File: config.mk
export PLATFORM = sky130hd
export DESIGN_NAME = microcode_loader
export DESIGN_NICKNAME = d
export VERILOG_FILES = /design/src/rtl/microcode_loader.sv
export SDC_FILE = /design/constraint.sdc
export NUM_CORES = 1
export LEC_CHECK = 0
export BUFFER_PORTS_ARGS = -buffer_cell sky130_fd_sc_hd__buf_4
export CAP_MARGIN = 20
export CORE_MARGIN = 4
export CORE_UTILIZATION = 50
export DETAILED_ROUTE_END_ITERATION = 7
export PLACE_DENSITY = 0.8
export SYNTH_ARGS = -nofsm -noshare
export SYNTH_HDL_FRONTEND = slang
export SYNTH_SLANG_ARGS = --single-unit
File: constraint.sdc
create_clock -name clk -period 2.16 [get_ports clk]
set_input_delay 0.324 -clock clk [delete_from_list [all_inputs] [get_ports clk]]
set_output_delay 0.324 -clock clk [all_outputs]
set_load 0.01 [all_outputs]
File: src/rtl/microcode_loader.sv
// Power-up sequencer that walks every control-unit EEPROM address {flags, opcode, step}
// and drives the matching control word, then hands the control unit over to run mode.
module microcode_loader #(
  parameter int MICROCODE_SIZE = 24,
  parameter int STEPS          = 16
) (
  input  logic                      clk,
  input  logic                      RESET,
  input  logic                      start,
  output logic [3:0]                ir_drive,
  output logic [1:0]                flags_drive,
  output logic                      RESET_counter,
  output logic                      eeprom_in,
  output logic                      eeprom_out,
  output logic [MICROCODE_SIZE-1:0] microcode,
  output logic [3:0]                step,
  output logic                      busy,
  output logic                      done
);

  localparam int unsigned B_HLT = 0;
  localparam int unsigned B_MI  = 1;
  localparam int unsigned B_RI  = 2;
  localparam int unsigned B_RO  = 3;
  localparam int unsigned B_IO  = 4;
  localparam int unsigned B_II  = 5;
  localparam int unsigned B_AI  = 6;
  localparam int unsigned B_AO  = 7;
  localparam int unsigned B_EO  = 8;
  localparam int unsigned B_SU  = 9;
  localparam int unsigned B_BI  = 10;
  localparam int unsigned B_OI  = 11;
  localparam int unsigned B_CE  = 12;
  localparam int unsigned B_CO  = 13;
  localparam int unsigned B_J   = 14;
  localparam int unsigned B_FI  = 15;

  localparam logic [3:0] LAST_STEP = 4'(STEPS - 1);

  typedef enum logic [1:0] {
    S_IDLE,
    S_CLR,
    S_WRITE,
    S_DONE
  } state_e;

  state_e     state_q, state_d;
  logic [5:0] g_q, g_d;
  logic [3:0] step_q, step_d;

  function automatic logic [MICROCODE_SIZE-1:0] table_word(
    input logic [1:0] f,
    input logic [3:0] op,
    input logic [3:0] s
  );
    logic [MICROCODE_SIZE-1:0] w;
    w = '0;
    case (s)
      4'd0: begin w[B_CO] = 1'b1; w[B_MI] = 1'b1; end
      4'd1: begin w[B_RO] = 1'b1; w[B_II] = 1'b1; w[B_CE] = 1'b1; end
      4'd2: begin
        case (op)
          4'b0001, 4'b0010: begin w[B_IO] = 1'b1; w[B_MI] = 1'b1; end
          4'b0110:          begin w[B_IO] = 1'b1; w[B_J]  = 1'b1; end
          // Conditional jumps bake the flag value into the word at this address.
          4'b0111:          begin w[B_IO] = f[0]; w[B_J]  = f[0]; end
          4'b1000:          begin w[B_IO] = f[1]; w[B_J]  = f[1]; end
          4'b1110:          begin w[B_AO] = 1'b1; w[B_OI] = 1'b1; end
          4'b1111:          w[B_HLT] = 1'b1;
          default:          ;
        endcase
      end
      4'd3: begin
        case (op)
          4'b0001: begin w[B_RO] = 1'b1; w[B_AI] = 1'b1; end
          4'b0010: begin w[B_RO] = 1'b1; w[B_BI] = 1'b1; end
          default: ;
        endcase
      end
      4'd4: begin
        if (op == 4'b0010) begin
          w[B_EO] = 1'b1; w[B_AI] = 1'b1; w[B_FI] = 1'b1;
        end
      end
      default: ;
    endcase
    w[B_SU] = 1'b0;
    w[B_RI] = 1'b0;
    return w;
  endfunction

  always_ff @(posedge clk or posedge RESET) begin
    if (RESET) begin
      state_q <= S_IDLE;
      g_q     <= '0;
      step_q  <= '0;
    end else begin
      state_q <= state_d;
      g_q     <= g_d;
      step_q  <= step_d;
    end
  end

  always_comb begin
    state_d       = state_q;
    g_d           = g_q;
    step_d        = step_q;
    ir_drive      = '0;
    flags_drive   = '0;
    RESET_counter = 1'b0;
    eeprom_in     = 1'b0;
    eeprom_out    = 1'b0;
    microcode     = '0;
    step          = '0;
    busy          = 1'b0;
    done          = 1'b0;
    case (state_q)
      S_IDLE: begin
        RESET_counter = 1'b1;
        if (start) begin
          state_d = S_CLR;
          g_d     = '0;
          step_d  = '0;
        end
      end
      S_CLR: begin
        RESET_counter = 1'b1;
        busy          = 1'b1;
        ir_drive      = g_q[3:0];
        flags_drive   = g_q[5:4];
        step_d        = '0;
        state_d       = S_WRITE;
      end
      S_WRITE: begin
        busy        = 1'b1;
        eeprom_in   = 1'b1;
        ir_drive    = g_q[3:0];
        flags_drive = g_q[5:4];
        step        = step_q;
        microcode   = table_word(g_q[5:4], g_q[3:0], step_q);
        if (step_q == LAST_STEP) begin
          step_d = '0;
          if (g_q == '1) begin
            state_d = S_DONE;
          end else begin
            g_d     = g_q + 6'd1;
            state_d = S_CLR;
          end
        end else begin
          step_d = step_q + 4'd1;
        end
      end
      S_DONE: begin
        done       = 1'b1;
        eeprom_out = 1'b1;
        if (start) begin
          state_d = S_CLR;
          g_d     = '0;
          step_d  = '0;
        end
      end
      default: state_d = S_IDLE;
    endcase
  end

endmodule

* After elaboration in Yosys (flattened, before gate mapping)
Index checks and enable logic that the tools add are counted.
** Word-level totals
- Logic and storage cells :: 71
- Output and inout port bits :: 39
- Bits in registers :: 12
- Input port bits :: 3
** Operators by class
- Equality and inequality tests :: 19
- Reduce and logical (&&, ||, !) cells :: 10
- $add $sub $neg :: 2
- Mux-type cells :: 37
** Operator list (count)
- 2-to-1 mux 6 bit :: 3
- 2-to-1 mux 1 bit :: 17
- == test 4 bit (second input constant) :: 4
- 2-to-1 mux 16 bit :: 1
- 2-to-1 mux 4 bit :: 4
- == test 4 x 2 -> 1 bit (second input constant) :: 3
- == test 4 x 3 -> 1 bit (second input constant) :: 3
- one-hot mux 4 bit (3 select lines) :: 1
- one-hot mux 6 bit (2 select lines) :: 1
- == test 4 x 1 -> 1 bit (second input constant) :: 2
- 2-to-1 mux 2 bit :: 4
- OR reduction 2 bit :: 4
- adder 6 x 1 -> 6 bit (second input constant) :: 1
- == test 6 bit (second input constant) :: 1
- one-hot mux 1 bit (2 select lines) :: 3
- one-hot mux 1 bit (3 select lines) :: 2
- one-hot mux 2 bit (3 select lines) :: 1
- adder 4 x 1 -> 4 bit (second input constant) :: 1
- == test 2 bit (second input constant) :: 2
- logical NOT 4 bit :: 1
- inequality test 2 bit (second input constant) :: 2
- AND reduction 4 bit :: 1
- OR reduction 3 bit :: 1
- == test 2 x 1 -> 1 bit (second input constant) :: 1
- other kinds (4) :: 4

* Longest topological paths before layout
- Depth after elaboration :: 5
- Gate-level depth with buffers :: 7
- Depth with buffers taken out :: 6

* Worst setup path after synthesis
Ideal clock, no wire load.
- Path type :: flip-flop to output port
- Start :: register state_q[0]
- End :: output microcode[15]
- Path slack :: -0.027 ns
- Arrival time :: 1.863 ns
- Required time :: 1.836 ns
- Path buffers :: 1
- Cell stages (with the launch flop) :: 7
- Cell sequence :: dfrtp_1 -> inv_1 -> ha_1 -> inv_1 -> or3_1 -> nor3_1 -> buf_4
** On the way
- Cells in the longest elaborated chain, start to end :: 2
** Ends and longest elaborated chain
- from (decl) :: line 47 : state_e state_q, state_d;
- from (signal assigned) :: line 98 : state_q <= state_d;
- == test 2 bit :: line 117 : case (state_q)
- 2-to-1 mux 16 bit :: line 117
- to (decl) :: line 15 : output logic [MICROCODE_SIZE-1:0] microcode,
Every way passes these cells.

* Worst setup path in the final report
- Start :: register g_q[0]
- End :: output microcode[8]
** On the way
- Cells in the longest elaborated chain, start to end :: 4
** Ends and longest elaborated chain
- from (decl) :: line 48 : logic [5:0] g_q, g_d;
- from (signal assigned) :: line 99 : g_q <= g_d;
- == test 4 x 2 -> 1 bit :: line 81 : if (op == 4'b0010) begin
- 2-to-1 mux 1 bit :: line 81
- 2-to-1 mux 1 bit :: line 58 : case (s)
- 2-to-1 mux 16 bit :: line 117
Every way passes these cells.

==> results.toml <==
[detailed_routing]
dr.pass1.iters = 4
viasPerCell = 5.42
wl_per_cell_um = 14.7
num_vias = 1090
first_iter_violations = 19
drc = 0
ant_nets = 0
routed_wl_mm = 2.95

[floorplanning]
die_area_um2 = 3220
start_util = 0.532
die_h_um = 56.7
io_pins = 42
die_w_um = 56.7
placementRows = 17
core-area_um2 = 2230

[cts]
cts.sinks = 12
clk_latency_ps = 280
htreeDepth = 1
ctsHoldBuffers = 0
cts.clk_slew.worst_paths_ps = 80
root_buffer = "clkbuf_4"
cts_tree = "done"
cts_buffers = 3
cts.path.max_buffers = 2

[grt]
track_usage = 0.182
grt_max_degree = 14
grt_overflow = 0
grt_pass1_wl_mm = 4.76
antenna_found_initial = 0
grt_pass1_vias = 1063

[synth]
ys_seq_elements = 12
postSynth.asyncResetShare = 1.00
synth_commonest_cells = "buf_4, ha_1, nor2_1, dfrtp_1, inv_1"
seq_area_frac_synth = 0.253
synth_top_area_cell = "dfrtp_1"
syn_inst = 138
syn_avg_cell_area_um2 = 8.60
synth.area.top_cells = "dfrtp_1, ha_1, buf_4"
synth_top_area_share = 0.253
yosys_warnings = 0
netlist_area_um2 = 1190
ys.flop_type = "dfrtp_1"
synth_edf_count = 0
synthDistinctLibCells = 42
synth.most_common_cell = "buf_4"

[power]
p_leak_nw = 0.717
switching_share = 0.471
pwr-share-comb = 0.652
p_per_area_nw_per_um2 = 859
seq_power_share = 0.236
clkPwrFrac = 0.112
finalPower_mw = 1.27
power.internal_mw = 0.675
irDropWorstVdd_mv = 0.746
netSwitchingPower_mw = 0.600

[critical_path]
cp-start-kind = "flip-flop"
crit_required_ps = 1840
arrival_ps = 1770
critical_path_class = "reg2out"
critPathMaxFanout = 5
cp-end-kind = "primary output"

[timing]
maxClockFrequency_mhz = 477
final-hold-violation-count = 0
finalSetupViolations = 0
drv_slew = 0
timing.final.crit_share = 0.971
period_minus_slack_ps = 2100
whs_ps = 57.8
fin_skew_ps = 12.0

[flow_run]
maxCapViolCount = 0

[status]
outcome = "finished, final reports clean"

[placement]
place_area_um2 = 1390
port_buffers = 31
place_congestion = 0.759
place_hpwl_mm = 2.17

[finish]
layout.nets = 191
nFillCells = 192
fin_area_um2 = 1480
diodes = 0
area_growth_pct = 25.0
drive_gt1_frac = 0.399

[hold_path]
min_path_type = "in2async"
sequential cells by signal, indices dropped and copies added (netlist names):
register  flops
step_q        4
state_q       2
g_q           6
kinds of logic after synthesis:
logic type | share of synthesized area
AO/OA/AOI/OAI | 0.179
buffers and inverters | 0.149
adder cells (fa/ha/maj) | 0.137
other | 0.00316
flip-flops | 0.253
multiplexers | 0.00843
AND/OR/NAND/NOR | 0.271
cell type report:
type                       instances  area [um^2]  share of cell area
clock buffer                       3         22.5              0.0152
inverter                          10         37.5              0.0253
multi-input combinational        107          778               0.524
sequential                        12          303               0.204
tap                               28         35.0              0.0236
timing repair buffer              41          308               0.207
per-layer routing:
| layer | GRT usage | wire length [um] | vias to the layer above | part of all wire |
|---|---|---|---|---|
| li1 | - | - | 523 | - |
| met1 | 0.202 | 1090 | 529 | 0.37 |
| met2 | 0.330 | 1630 | 34 | 0.55 |
| met3 | 0.0644 | 188 | 4 | 0.064 |
| met4 | 0.0430 | 35 | 0 | 0.012 |
| met5 | 0 | 0 | - | 0 |
worst max-delay path: stages, from the launching register on:
cell and delay [ps]:
dfrtp_2 450, inv_2 90, ha_2 180, nand3_1 100
or3_4 380, nor3_2 150, buf_4 150
metrics by stage:
stage / instances / util / setup slack (ps) / TNS [ps]
after global routing: 201 / 0.664 / -28.9 / -67.3
after global placement: 193 / 0.624 / 299 / 0
after floorplan: 147 / - / 95.6 / 0
after CTS: 197 / 0.641 / 2.85 / 0
after detailed placement: 193 / 0.624 / 215 / 0
final: 201 / 0.664 / 61.6 / 0
power groups by stage:
stage,registers (mW),logic (mW),clock network [mW]
CTS,0.292,0.794,0.144
global route,0.304,0.908,0.156
floorplan,0.292,0.519,0
global placement,0.297,0.742,0
detailed placement,0.302,0.762,0
finish,0.301,0.831,0.143
worst paths after layout:
| path | from | endpoint | slack (ps) | depth (start not counted) |
|---|---|---|---|---|
| max in group asynchronous | RESET | step_q[0] | 1730 | 2 |
| min in group clk | start | step_q[1] | 520 | 5 |
| worst max register to register | step_q[1] | g_q[2] | 300 | 5 |
| worst min-delay path | RESET | g_q[1] | 60 | 2 |
| worst min register to register | g_q[1] | g_q[1] | 580 | 1 |
| worst max-delay path | g_q[0] | microcode[8] | 60 | 6 |
what timing repair did:
| item | 4_1_cts | 5_1_grt |
|---|---|---|
| endpoints found under the hold margin | 0 | 0 |
| endpoints found under the setup margin | 5 | 9 |
| pin swaps | 0 | 1 |
| cloned | 0 | 0 |
| gates resized for setup | 3 | 9 |
| setup buffers | 1 | 4 |
cells in the final DEF, fill, tap and decap left out, types with 2 or more instances in the layout:
master	instances
buf_4	41
and4_1	2
clkbuf_4	3
and2_1	6
dfrtp_2	2
nor2b_1	2
conb_1	10
dfrtp_1	10
o21a_1	2
nor2_1	13
a221o_1	2
nand3_2	2
a22o_1	2
nand2_1	8
ha_1	11
a21oi_1	6
inv_1	7
and2_2	3
o21ai_0	5
inv_2	3
nand3_1	7
Note: power is estimated with default switching activity, not from simulation.
